===== src/rtl/dmem_port_arbiter.sv =====
// dmem_port_arbiter: shares the single DATA_MEM port between the CPU MEM stage and a debug/loader master.
// The CPU has priority, and a starvation counter forces debug through. Define DMEM_ARB_PERF_EN to enable the perf counters.
module dmem_port_arbiter #(
   parameter int unsigned ADDR_W       = 64,
   parameter int unsigned DATA_W       = 64,
   parameter int unsigned STARVE_LIMIT = 4
) (
   input  logic              clock,
   input  logic              reset,
   input  logic              cpu_mem_read,
   input  logic              cpu_mem_write,
   input  logic [ADDR_W-1:0] cpu_addr,
   input  logic [DATA_W-1:0] cpu_wdata,
   output logic [DATA_W-1:0] cpu_rdata,
   output logic              cpu_stall,
   input  logic              dbg_req,
   input  logic              dbg_we,
   input  logic [ADDR_W-1:0] dbg_addr,
   input  logic [DATA_W-1:0] dbg_wdata,
   output logic              dbg_ack,
   output logic [DATA_W-1:0] dbg_rdata,
   output logic              mem_read,
   output logic              mem_write,
   output logic [ADDR_W-1:0] mem_addr,
   output logic [DATA_W-1:0] mem_wdata,
   input  logic [DATA_W-1:0] mem_rdata,
   output logic [31:0]       perf_cpu_stalls,
   output logic [31:0]       perf_dbg_grants
);

   localparam int unsigned      CNT_W = $clog2(STARVE_LIMIT + 1);
   localparam logic [CNT_W-1:0] LIM   = CNT_W'(STARVE_LIMIT);

   typedef enum logic {ST_IDLE, ST_DBG_ACK} state_t;

   state_t            state_q, state_d;
   logic [CNT_W-1:0]  starve_cnt_q, starve_cnt_d;
   logic              dbg_ack_q, dbg_ack_d;
   logic [DATA_W-1:0] dbg_rdata_q, dbg_rdata_d;
   logic              cpu_act;
   logic              dbg_grant;
   logic              cpu_grant;

   // Debug only wins from ST_IDLE: when the CPU is quiet, or once the CPU has used up its contended budget.
   always_comb begin
      cpu_act   = cpu_mem_read | cpu_mem_write;
      dbg_grant = 1'b0;
      cpu_grant = 1'b0;
      if (state_q == ST_IDLE && dbg_req && (!cpu_act || starve_cnt_q == LIM)) begin
         dbg_grant = 1'b1;
      end else if (cpu_act) begin
         cpu_grant = 1'b1;
      end
   end

   always_comb begin
      mem_read  = 1'b0;
      mem_write = 1'b0;
      mem_addr  = '0;
      mem_wdata = '0;
      if (dbg_grant) begin
         mem_read  = ~dbg_we;
         mem_write = dbg_we;
         mem_addr  = dbg_addr;
         mem_wdata = dbg_wdata;
      end else if (cpu_grant) begin
         mem_read  = cpu_mem_read & ~cpu_mem_write;
         mem_write = cpu_mem_write;
         mem_addr  = cpu_addr;
         mem_wdata = cpu_wdata;
      end
      if (reset) begin
         mem_read  = 1'b0;
         mem_write = 1'b0;
      end
   end

   assign cpu_stall = cpu_act & dbg_grant & ~reset;
   assign cpu_rdata = mem_rdata;
   assign dbg_ack   = dbg_ack_q;
   assign dbg_rdata = dbg_rdata_q;

   always_comb begin
      state_d      = ST_IDLE;
      starve_cnt_d = starve_cnt_q;
      dbg_ack_d    = dbg_grant;
      dbg_rdata_d  = dbg_rdata_q;
      if (dbg_grant) begin
         state_d      = ST_DBG_ACK;
         starve_cnt_d = '0;
         if (!dbg_we) begin
            dbg_rdata_d = mem_rdata;
         end
      end else if (state_q == ST_IDLE && dbg_req && cpu_grant && starve_cnt_q != LIM) begin
         starve_cnt_d = starve_cnt_q + CNT_W'(1);
      end
   end

   always_ff @(posedge clock or posedge reset) begin
      if (reset) begin
         state_q      <= ST_IDLE;
         starve_cnt_q <= '0;
         dbg_ack_q    <= 1'b0;
         dbg_rdata_q  <= '0;
      end else begin
         state_q      <= state_d;
         starve_cnt_q <= starve_cnt_d;
         dbg_ack_q    <= dbg_ack_d;
         dbg_rdata_q  <= dbg_rdata_d;
      end
   end

`ifdef DMEM_ARB_PERF_EN
   logic [31:0] perf_stall_q, perf_stall_d;
   logic [31:0] perf_grant_q, perf_grant_d;

   always_comb begin
      perf_stall_d = perf_stall_q + {31'b0, cpu_stall};
      perf_grant_d = perf_grant_q + {31'b0, dbg_grant};
   end

   always_ff @(posedge clock or posedge reset) begin
      if (reset) begin
         perf_stall_q <= '0;
         perf_grant_q <= '0;
      end else begin
         perf_stall_q <= perf_stall_d;
         perf_grant_q <= perf_grant_d;
      end
   end

   assign perf_cpu_stalls = perf_stall_q;
   assign perf_dbg_grants = perf_grant_q;
`else
   assign perf_cpu_stalls = '0;
   assign perf_dbg_grants = '0;
`endif

endmodule


===== config.mk =====
export PLATFORM = sky130hd
export DESIGN_NAME = dmem_port_arbiter
export DESIGN_NICKNAME = d
export VERILOG_FILES = /design/src/rtl/dmem_port_arbiter.sv
export SDC_FILE = /design/constraint.sdc
export NUM_CORES = 1
export LEC_CHECK = 0
export ABC_AREA = 1
export BUFFER_PORTS_ARGS = -buffer_cell sky130_fd_sc_hd__buf_2
export CORE_AREA = 2 2 257 259
export CTS_CLUSTER_DIAMETER = 60
export DETAILED_ROUTE_END_ITERATION = 12
export DIE_AREA = 0 0 259 261
export GPL_ROUTABILITY_DRIVEN = 1
export PLACE_DENSITY = 0.3
export RECOVER_POWER = 100
export SLEW_MARGIN = 20
export SYNTH_ARGS = -nofsm -noshare
export SYNTH_HDL_FRONTEND = slang
export SYNTH_SLANG_ARGS = --single-unit
export TNS_END_PERCENT = 100

===== constraint.sdc =====
create_clock -name clock -period 3.4 [get_ports clock]
set_clock_uncertainty 0.1 [all_clocks]
set_input_delay 0.51 -clock clock [delete_from_list [all_inputs] [get_ports clock]]
set_output_delay 0.51 -clock clock [all_outputs]
set_load 0.01 [all_outputs]

==> results of run 1 <==
## synthesized netlist by cell type (2+ instances only)
library cell  count
nand2_1         394
nand3_1         197
buf_4           136
dfrtp_1          68
buf_2            42
clkbuf_1         11
inv_1             7
nor2_1            4
ha_1              2
inv_2             2
o21ai_0           2
## cell usage in the layout (no fill, tap or decap), types with 3 or more instances in the layout
| cell | Yosys | final |
|---|---|---|
| nand3_1 | 197 | 197 |
| inv_1 | 7 | 5 |
| clkbuf_2 | 0 | 4 |
| conb_1 | 1 | 64 |
| inv_2 | 2 | 3 |
| buf_2 | 42 | 329 |
| buf_12 | 0 | 4 |
| buf_4 | 136 | 4 |
| clkbuf_1 | 11 | 255 |
| clkinv_2 | 0 | 4 |
| nand2_1 | 394 | 393 |
| clkbuf_16 | 0 | 9 |
| nor2_1 | 4 | 4 |
| dfrtp_1 | 68 | 68 |
## power groups by stage
stage / logic, mW / registers, mW / clock network [mW]
6_report: 2.22 / 1.44 / 0.973
5_1_grt: 2.49 / 1.50 / 1.06
4_1_cts: 2.46 / 1.43 / 1.03
3_5_place_dp: 2.46 / 1.42 / 0
3_3_place_gp: 2.48 / 1.43 / 0
2_1_floorplan: 1.13 / 1.62 / 0
## layout make-up
| class | count | area share [%] |
|---|---|---|
| flip-flops and latches | 68 | 19.6 |
| well taps | 864 | 12.5 |
| inverters | 9 | 0.404 |
| repair buffers | 597 | 31.7 |
| clock buffers | 9 | 2.60 |
| diodes | 2 | 0.0578 |
| multi-input cells | 668 | 32.4 |
| clock inverters | 7 | 0.766 |
## worst reg2reg max path: stages, from the launching register on
cell and delay (ns):
dfrtp_1 0.39, inv_1 0.10, ha_1 0.15, nand2_1 0.08
a21oi_1 0.53, clkbuf_1 0.41, buf_4 0.61, nand3_1 0.29
nand2_1 0.11
## worst paths after layout
| check | slack, ns | from | depth (start not counted) | endpoint |
|---|---|---|---|---|
| worst min-delay path | 0.29 | mem_rdata[2] | 3 | dbg_rdata[2] |
| worst max-delay path | 0.27 | starve_cnt_q[0] | 8 | mem_addr[58] |
| worst max register to register | 0.57 | starve_cnt_q[0] | 8 | dbg_rdata[49] |
| min in group asynchronous | 0.61 | reset | 3 | dbg_rdata[53] |
| max in group asynchronous | 0.58 | reset | 4 | dbg_rdata[0] |
| worst min register to register | 0.38 | dbg_rdata[15] | 2 | dbg_rdata[15] |
## per-layer routing
metal | global-route usage [%] | up-vias | share of wire, %
li1 | - | 3531 | -
met1 | 9.76 | 3272 | 37
met2 | 15.7 | 402 | 50
met3 | 2.50 | 61 | 8.7
met4 | 4.72 | 14 | 4.3
met5 | 0 | - | 0.28
## logic make-up after synthesis
family | synth area share, %
AO/OA/AOI/OAI | 0.716
adder cells (fa/ha/maj) | 0.448
buffers and inverters | 23.6
flip-flops | 30.4
other | 0.0671
AND/OR/NAND/NOR | 44.7
## registers in the layout (all words and copies together) (netlist names)
signal        flops
dbg_ack           1
dbg_rdata        64
starve_cnt_q      3
==> impl_metrics.ini, run 1 <==
[sta]
rsz0062_at_grt = no
min_period_ns = 3.13
hold_violations = 0
relSlewSlack_pct = -13.6
tightest_slew_ns = 1.70
slew_viol_final = 62
fin_ws_ns = 0.275
finalCritPeriodShare_pct = 91.9
holdWs_ns = 0.285
setup_viol = 0
fin_setup_tns_ns = 0
max_freq_mhz = 320

[clock_network]
cts_root_buf = clkbuf_16
clock_latency_ns = 0.35
cts.hold.buffers_added = 1
h-tree-depth = 3
cts_sinks = 68
cts_buffers = 9
cts.repair.resized = 0
tritoncts = built
post_cts_buffers = 0
clockBufferDepth = 2
path_clk_slew_ns = 0.07

[critical_path]
required_ns = 2.79
critPathKind = reg2out
path_delay_family = buffers and inverters
crit_slowest_cell = a21oi_1
cp-start-kind = flip-flop
cp_slowest_stage_delay_ns = 0.52
cp_common_cell = nand2_1
cp.arrival_ns = 2.52
end_kind = output pin
cp_num_buf_inv = 3
cp_max_fo = 71
path_cells = inv_1 > ha_1 > nand2_1 > a21oi_1 > buf_12 > nand2_1 > nand2_1 > clkbuf_1

[global_route]
grt-ovfl-total = 0
grt_max_degree = 130
track_usage_pct = 8.92
grt_pass1_vias = 6915
grt_pass1_wl_um = 44400
grt_antenna_before_repair = 10

[finish]
utilization_pct = 13.3
drive_gt1_share_pct = 26.9
nets = 1681
multi_input_area_um2 = 2800
syn2layout_area_growth_pct = 55.0
fillers = 7784
final_cells = 2224
regArea_um2 = 1700
fin_area_um2 = 8660

[routing]
dr_total_vias = 7280
routed_wl_um = 33400
viasPerCell = 3.27
routedWlPerCell_um = 15.0
postRouteAntennaNets = 0
dr.pass1.iters = 5
drc = 0
drt_iter0_drc = 345

[die]
placementRows = 94
fp.coreArea_um2 = 65000
die_h_um = 261
dieArea_um2 = 67600
start_util_pct = 8.59
io_pins = 650
die_w_um = 259

[power_and_ir_drop]
combPwrFrac_pct = 47.9
p_switching_mw = 2.10
power_density_nw_per_um2 = 534
seqPwrFrac_pct = 31.1
irDropWorstVdd_uv = 354
clkPwrFrac_pct = 21.0
p_int_mw = 2.53
p_total_mw = 4.63
p_leak_nw = 4.59
switching_share_pct = 45.4

[synthesis]
synthesis.area_um2 = 5590
synth_cells = 873
synth_largest_area_cell = dfrtp_1
ys_seq_elements = 68
synthFlopType = dfrtp_1
ys_warn_count = 0
ys_types = 19
ys_async_sr_fraction_pct = 100
synth-edff-count = 0
yosys-top-cells-area = dfrtp_1 (30%), nand2_1 (26%), buf_4 (18%), nand3_1 (18%), buf_2 (3.8%)
yosysTopAreaCellShare_pct = 30.4
ys_seq_area_share_pct = 30.4
avgSynthCellArea_um2 = 6.40

[flow_run]
maxCapViolations = 1

[run_status]
violations = max-capacitance violations, max-slew violations
status = finished with violations

[placement]
dp.final_hpwl_um = 27300
place_area_um2 = 8700
io_buffers = 585
pre_cts_ws_ns = 0.786
globalplace.congestion = 0.789
dp.cells = 2205

[hold_path]
hp-class = in2reg
No activity file was read; power rests on OpenSTA's default activity.
==> run 2, diff against run 1 <==
- ABC_AREA: 1 -> not set
- CORE_AREA: 2 2 257 259 -> 2 2 255 257
- DIE_AREA: 0 0 259 261 -> 0 0 257 259
==> run 2 against run 1 <==
Routed wire length increased by 13%. Maximum frequency up 0.80%. Flip-flop and latch count unchanged. Synthesized cell count fell by 48%. Worst hold slack worse by 0.0020 ns. Synthesized area decreased by 9.6%. Count of clock-buffer cells in the layout is 1 higher. Total power is 5.4% lower. The run now ends clean. Largest power group unchanged. Final area is 6.8% lower. First-iteration DRC count down 47%.
==> impl_metrics.ini, run 2 <==
[run_status]
status = complete, no violations

[critical_path]
path_cells = inv_1 > ha_1 > a2bb2oi_1 > nor2_4 > clkbuf_4 > a22o_1 > clkbuf_1
cp_max_fo = 22
required_ns = 2.79
cp_num_buf_inv = 3
cp-start-kind = flip-flop
end_kind = output pin
critPathKind = reg2out
cp_slowest_stage_delay_ns = 0.48
path_delay_family = buffers and inverters
cp.arrival_ns = 2.49
crit_slowest_cell = clkbuf_4

[finish]
final_cells = 1820
multi_input_area_um2 = 2270
regArea_um2 = 1700
fillers = 7607
largest_reg_flops = 64
layout_commonest_cell = buf_2
drive_gt1_share_pct = 39.5
syn2layout_area_growth_pct = 59.8
fin_area_um2 = 8070
nets = 1285
mostFrequentLayoutCells = buf_2 (331), clkbuf_1 (251), a22o_1 (128)

[power_and_ir_drop]
seqPwrFrac_pct = 31.9
power_density_nw_per_um2 = 542
combPwrFrac_pct = 47.3
p_leak_nw = 3.85
switching_share_pct = 42.1
p_int_mw = 2.54
clkPwrFrac_pct = 20.8
irDropWorstVdd_uv = 196
p_switching_mw = 1.84

[placement]
io_buffers = 585
globalplace.congestion = 0.825
pre_cts_ws_ns = 0.553
place_area_um2 = 8310
dp.final_hpwl_um = 33600
dp.cells = 1801

[sta]
rsz0062_at_grt = no
hold_violations = 0
holdWs_ns = 0.284
finalCritPeriodShare_pct = 91.2
fin_ws_ns = 0.300
fin_setup_tns_ns = 0
min_period_ns = 3.10
relSlewSlack_pct = 19.9
slew_viol_final = 0
max_freq_mhz = 323
tightest_slew_ns = 1.20
setup_viol = 0

[clock_network]
cts_root_buf = clkbuf_16
clockBufferDepth = 2
path_clk_slew_ns = 0.06
h-tree-depth = 3
tritoncts = built
cts_sinks = 68
cts_buffers = 9
post_cts_buffers = 0
cts.hold.buffers_added = 0
cts.repair.resized = 0
clock_latency_ns = 0.35

[die]
io_pins = 650
start_util_pct = 7.91
dieArea_um2 = 66600
die_h_um = 259
fp.coreArea_um2 = 63900
die_w_um = 257
placementRows = 93

[global_route]
grt_pass1_vias = 5537
grt_max_degree = 54
track_usage_pct = 10.7
grt_pass1_wl_um = 48000
grt_antenna_before_repair = 18
grt-ovfl-total = 0

[synthesis]
yosys-top-cells-area = dfrtp_1 (34%), a22o_1 (22%), buf_4 (19%), mux2_4 (15%), mux2_2 (3.3%)
ys_seq_area_share_pct = 33.7
ys_async_sr_fraction_pct = 100
yosysTopAreaCellShare_pct = 33.7
ys_seq_elements = 68
synth-edff-count = 0
synth_largest_area_cell = dfrtp_1
avgSynthCellArea_um2 = 11.2
ys_types = 26
synthFlopType = dfrtp_1
ys_warn_count = 0
synth_common_cells = a22o_1 (128), buf_4 (128), dfrtp_1 (68)
synthesis.area_um2 = 5050
synth_cells = 451

[routing]
postRouteAntennaNets = 0
drt_iter0_drc = 183
routed_wl_um = 37800
routedWlPerCell_um = 20.8
drc = 0
viasPerCell = 3.08
dr_total_vias = 5604
dr.pass1.iters = 4

[hold_path]
hp-class = in2reg

[flow_run]
maxCapViolations = 0
==> run 2: changes by cell type after synthesis, sizes merged, moves of 6 or more <==
| cell | previous run | this run |
|---|---|---|
| nand3 | 197 | 1 |
| a22o | 0 | 128 |
| clkbuf | 11 | 19 |
| buf | 180 | 144 |
| inv | 9 | 3 |
| nand2 | 395 | 2 |
| mux2 | 0 | 64 |
==> run 2: cell families (layout without fill, tap and decap cells) <==
family / after synthesis / in the layout / synth area share, %
buffers and inverters: 166 / 614 / 22.9
AND/OR/NAND/NOR: 14 / 14 / 1.54
AO/OA/AOI/OAI: 136 / 136 / 23.4
flip-flops: 68 / 68 / 33.7
multiplexers: 64 / 64 / 17.9
other: 1 / 67 / 0.0742
adder cells (fa/ha/maj): 2 / 2 / 0.495
==> run 2: area by class of cell <==
class	instances	share of cell area, %
diodes	3	0.0930
clock buffers	10	2.96
clock inverters	6	0.481
inverters	3	0.140
multi-input cells	280	28.1
flip-flops and latches	68	21.1
well taps	855	13.3
repair buffers	595	33.9
==> run 2: worst paths after layout <==
kind / from / endpoint / slack (ns) / cells past startpoint
setup / recovery: starve_cnt_q[0] / mem_wdata[62] / 0.30 / 7
hold / removal: mem_rdata[16] / dbg_rdata[16] / 0.28 / 2
setup reg to reg: starve_cnt_q[0] / dbg_rdata[56] / 0.52 / 6
hold reg to reg: dbg_rdata[41] / dbg_rdata[41] / 0.39 / 1
max in group asynchronous: reset / dbg_rdata[15] / 0.96 / 3
min in group asynchronous: reset / dbg_rdata[27] / 0.45 / 2
==> run 2: layer usage <==
layer	share of wire [%]	routed length, µm	vias to the layer above	global-route usage [%]
met4	1.8	688	6	2.99
met1	41	15500	2675	12.9
met5	0.10	39	-	0
li1	-	-	2502	-
met3	7.8	2940	28	3.19
met2	49	18600	393	18.3
==> run 2: power groups by stage <==
stage | clock [mW] | combinational [mW] | sequential [mW]
floorplan | 0 | 1.17 | 1.61
global placement | 0 | 2.54 | 1.41
detailed placement | 0 | 2.53 | 1.41
CTS | 0.979 | 2.54 | 1.40
global route | 1.01 | 2.25 | 1.46
finish | 0.910 | 2.07 | 1.40
==> run 2: through the flow <==
| step | utilization (%) | power [mW] |
|---|---|---|
| 2_1_floorplan | - | 2.78 |
| 3_3_place_gp | 13.0 | 3.95 |
| 3_5_place_dp | 13.0 | 3.94 |
| 4_1_cts | 13.4 | 4.92 |
| 5_1_grt | 12.6 | 4.72 |
| 6_report | 12.6 | 4.38 |
==> run 3, diff against run 2 <==
- CELL_PAD_IN_SITES_DETAIL_PLACEMENT: not set -> 0
- CELL_PAD_IN_SITES_GLOBAL_PLACEMENT: not set -> 2
- CORE_AREA: 2 2 255 257 -> 2 2 250 252
- DIE_AREA: 0 0 257 259 -> 0 0 252 254
- PLACE_DENSITY: 0.3 -> 0.5
- REMOVE_ABC_BUFFERS: not set -> 1
==> run 3 against run 2 <==
Count of clock-buffer cells in the layout is the same. Combinational power up 2%. Clock power is 8.8% higher. Utilization up 0.53 points. Critical path depth grew 1. Worst hold slack gained 0.0013 ns. Final cell count decreased by 3.1%. Non-clock buffer count is 3 higher. Worst setup slack worse by 0.071 ns. Critical path type unchanged.
==> impl_metrics.ini, run 3 (synthesis results as in run 2) <==
[critical_path]
reg2reg_slack_ns = 0.55
cp_max_fo = 27
cp.arrival_ns = 2.56
path_delay_family = compound AO/OA/AOI/OAI gates
rr_endpoint = dbg_rdata[56]
cp-start-kind = flip-flop
critPathKind = reg2out
crit_slowest_cell = a2bb2oi_1
cp_slowest_stage_delay_ns = 0.42
worstReg2RegStart = starve_cnt_q[0]
worstRegToRegCells = 6
cp_num_buf_inv = 4
path_cells = inv_1 > ha_1 > a2bb2oi_1 > nor2_4 > buf_12 > buf_2 > a22o_1 > clkbuf_1
end_kind = output pin
required_ns = 2.79

[finish]
nets = 1288
mostFrequentLayoutCells = buf_2 (334), clkbuf_1 (227), a22o_1 (128)
regArea_um2 = 1700
fillers = 7235
multi_input_area_um2 = 2270
fin_area_um2 = 8060
layout_commonest_cell = buf_2
drive_gt1_share_pct = 42.2
largest_reg_flops = 64
final_cells = 1763
utilization_pct = 13.2
syn2layout_area_growth_pct = 59.6

[clock_network]
path_clk_slew_ns = 0.07
clockBufferDepth = 2
h-tree-depth = 3
cts_sinks = 68
cts.hold.buffers_added = 0
cts_root_buf = clkbuf_16
tritoncts = built
cts.repair.resized = 0
clock_latency_ns = 0.35
cts_buffers = 9
post_cts_buffers = 0

[global_route]
grt_pass1_vias = 5396
grt_pass1_wl_um = 46900
grt_antenna_before_repair = 25
grt-ovfl-total = 0
grt_max_degree = 66
track_usage_pct = 11.0

[placement]
io_buffers = 585
dp.final_hpwl_um = 33700
globalplace.congestion = 0.804
place_area_um2 = 8240
dp.cells = 1739

[die]
start_util_pct = 8.25
dieArea_um2 = 64000
placementRows = 91
fp.coreArea_um2 = 61300
die_h_um = 254
io_pins = 650
die_w_um = 252

[hold_path]
hp-class = in2reg
hold_path_end = dbg_rdata[36]
worstHoldStart = mem_rdata[36]
min_path_cells = 2

[routing]
routedWlPerCell_um = 21.5
postRouteAntennaNets = 0
viasPerCell = 3.19
drt_iter0_drc = 275
drc = 0
dr_total_vias = 5627
dr.pass1.iters = 4
routed_wl_um = 37900

[power_and_ir_drop]
p_leak_nw = 3.94
power_density_nw_per_um2 = 560
irDropWorstVdd_uv = 221

[sta]
rsz0062_at_grt = no
finalCritPeriodShare_pct = 93.3
max_freq_mhz = 315
relSlewSlack_pct = 12.4
tightest_slew_ns = 1.31
min_period_ns = 3.17
hold_violations = 0
setup_viol = 0
slew_viol_final = 0

[flow_run]
maxCapViolations = 0

[run_status]
status = complete, no violations
run 3: changes by cell type in the layout (fill, tap and decap cells not counted):
cell       previous run  this run
diode_2               3         8
buf_2               331       334
bufinv_16             0         1
clkinv_4              0         1
buf_12                4         2
inv_6                 1         2
clkbuf_1            251       227
clkbuf_2              4        26
clkbuf_4              2         1
buf_6                 0         1
clkinv_2              3         0
buf_4                 3         7
run 3: how the worst max path moves through the flow:
stage	cells after the start	startpoint	slack, ns	endpoint
global route	8	starve_cnt_q[0]	0.04	mem_wdata[25]
CTS	8	starve_cnt_q[0]	0.11	mem_addr[62]
detailed placement	8	starve_cnt_q[0]	0.51	mem_addr[62]
floorplan	5	starve_cnt_q[0]	-2.69	mem_addr[0]
global placement	8	starve_cnt_q[0]	0.50	mem_addr[45]
finish	8	starve_cnt_q[0]	0.23	mem_wdata[34]
run 3: metrics by stage:
stage	worst slack [ns]	hold WS (ns)	total power, mW	setup TNS [ns]
after global placement	0.498	0.382	3.99	0
final	0.229	0.285	4.52	0
after detailed placement	0.507	0.387	3.98	0
after CTS	0.105	0.135	5.03	0
after floorplan	-2.69	0.385	2.65	-352.96
after global routing	0.0403	0.275	4.83	0
run 3: power by group:
group	internal [mW]	total (mW)	leakage [nW]	switching, mW
combinational	0.825	2.11	2.98	1.28
clock	0.594	0.990	0.146	0.396
sequential	1.21	1.42	0.819	0.216
run 3: layer usage:
metal  global-route usage (%)  vias to the layer above  part of all wire (%)
met5                        0                        -                  0.39
met1                     13.9                     2628                    43
met4                     4.11                       22                   2.4
li1                         -                     2519                     -
met2                     17.4                      406                    46
met3                     3.29                       52                   8.9
run 3: cell type report:
cell class                      instances  share of cell area, %
Timing Repair Buffer                  598                   34.3
Multi-Input combinational cell        280                   28.1
Sequential cell                        68                   21.1
Tap cell                              790                   12.3
Clock buffer                           10                   2.96
Clock inverter                          6                  0.884
Antenna cell                            8                  0.248
Inverter                                3                  0.140
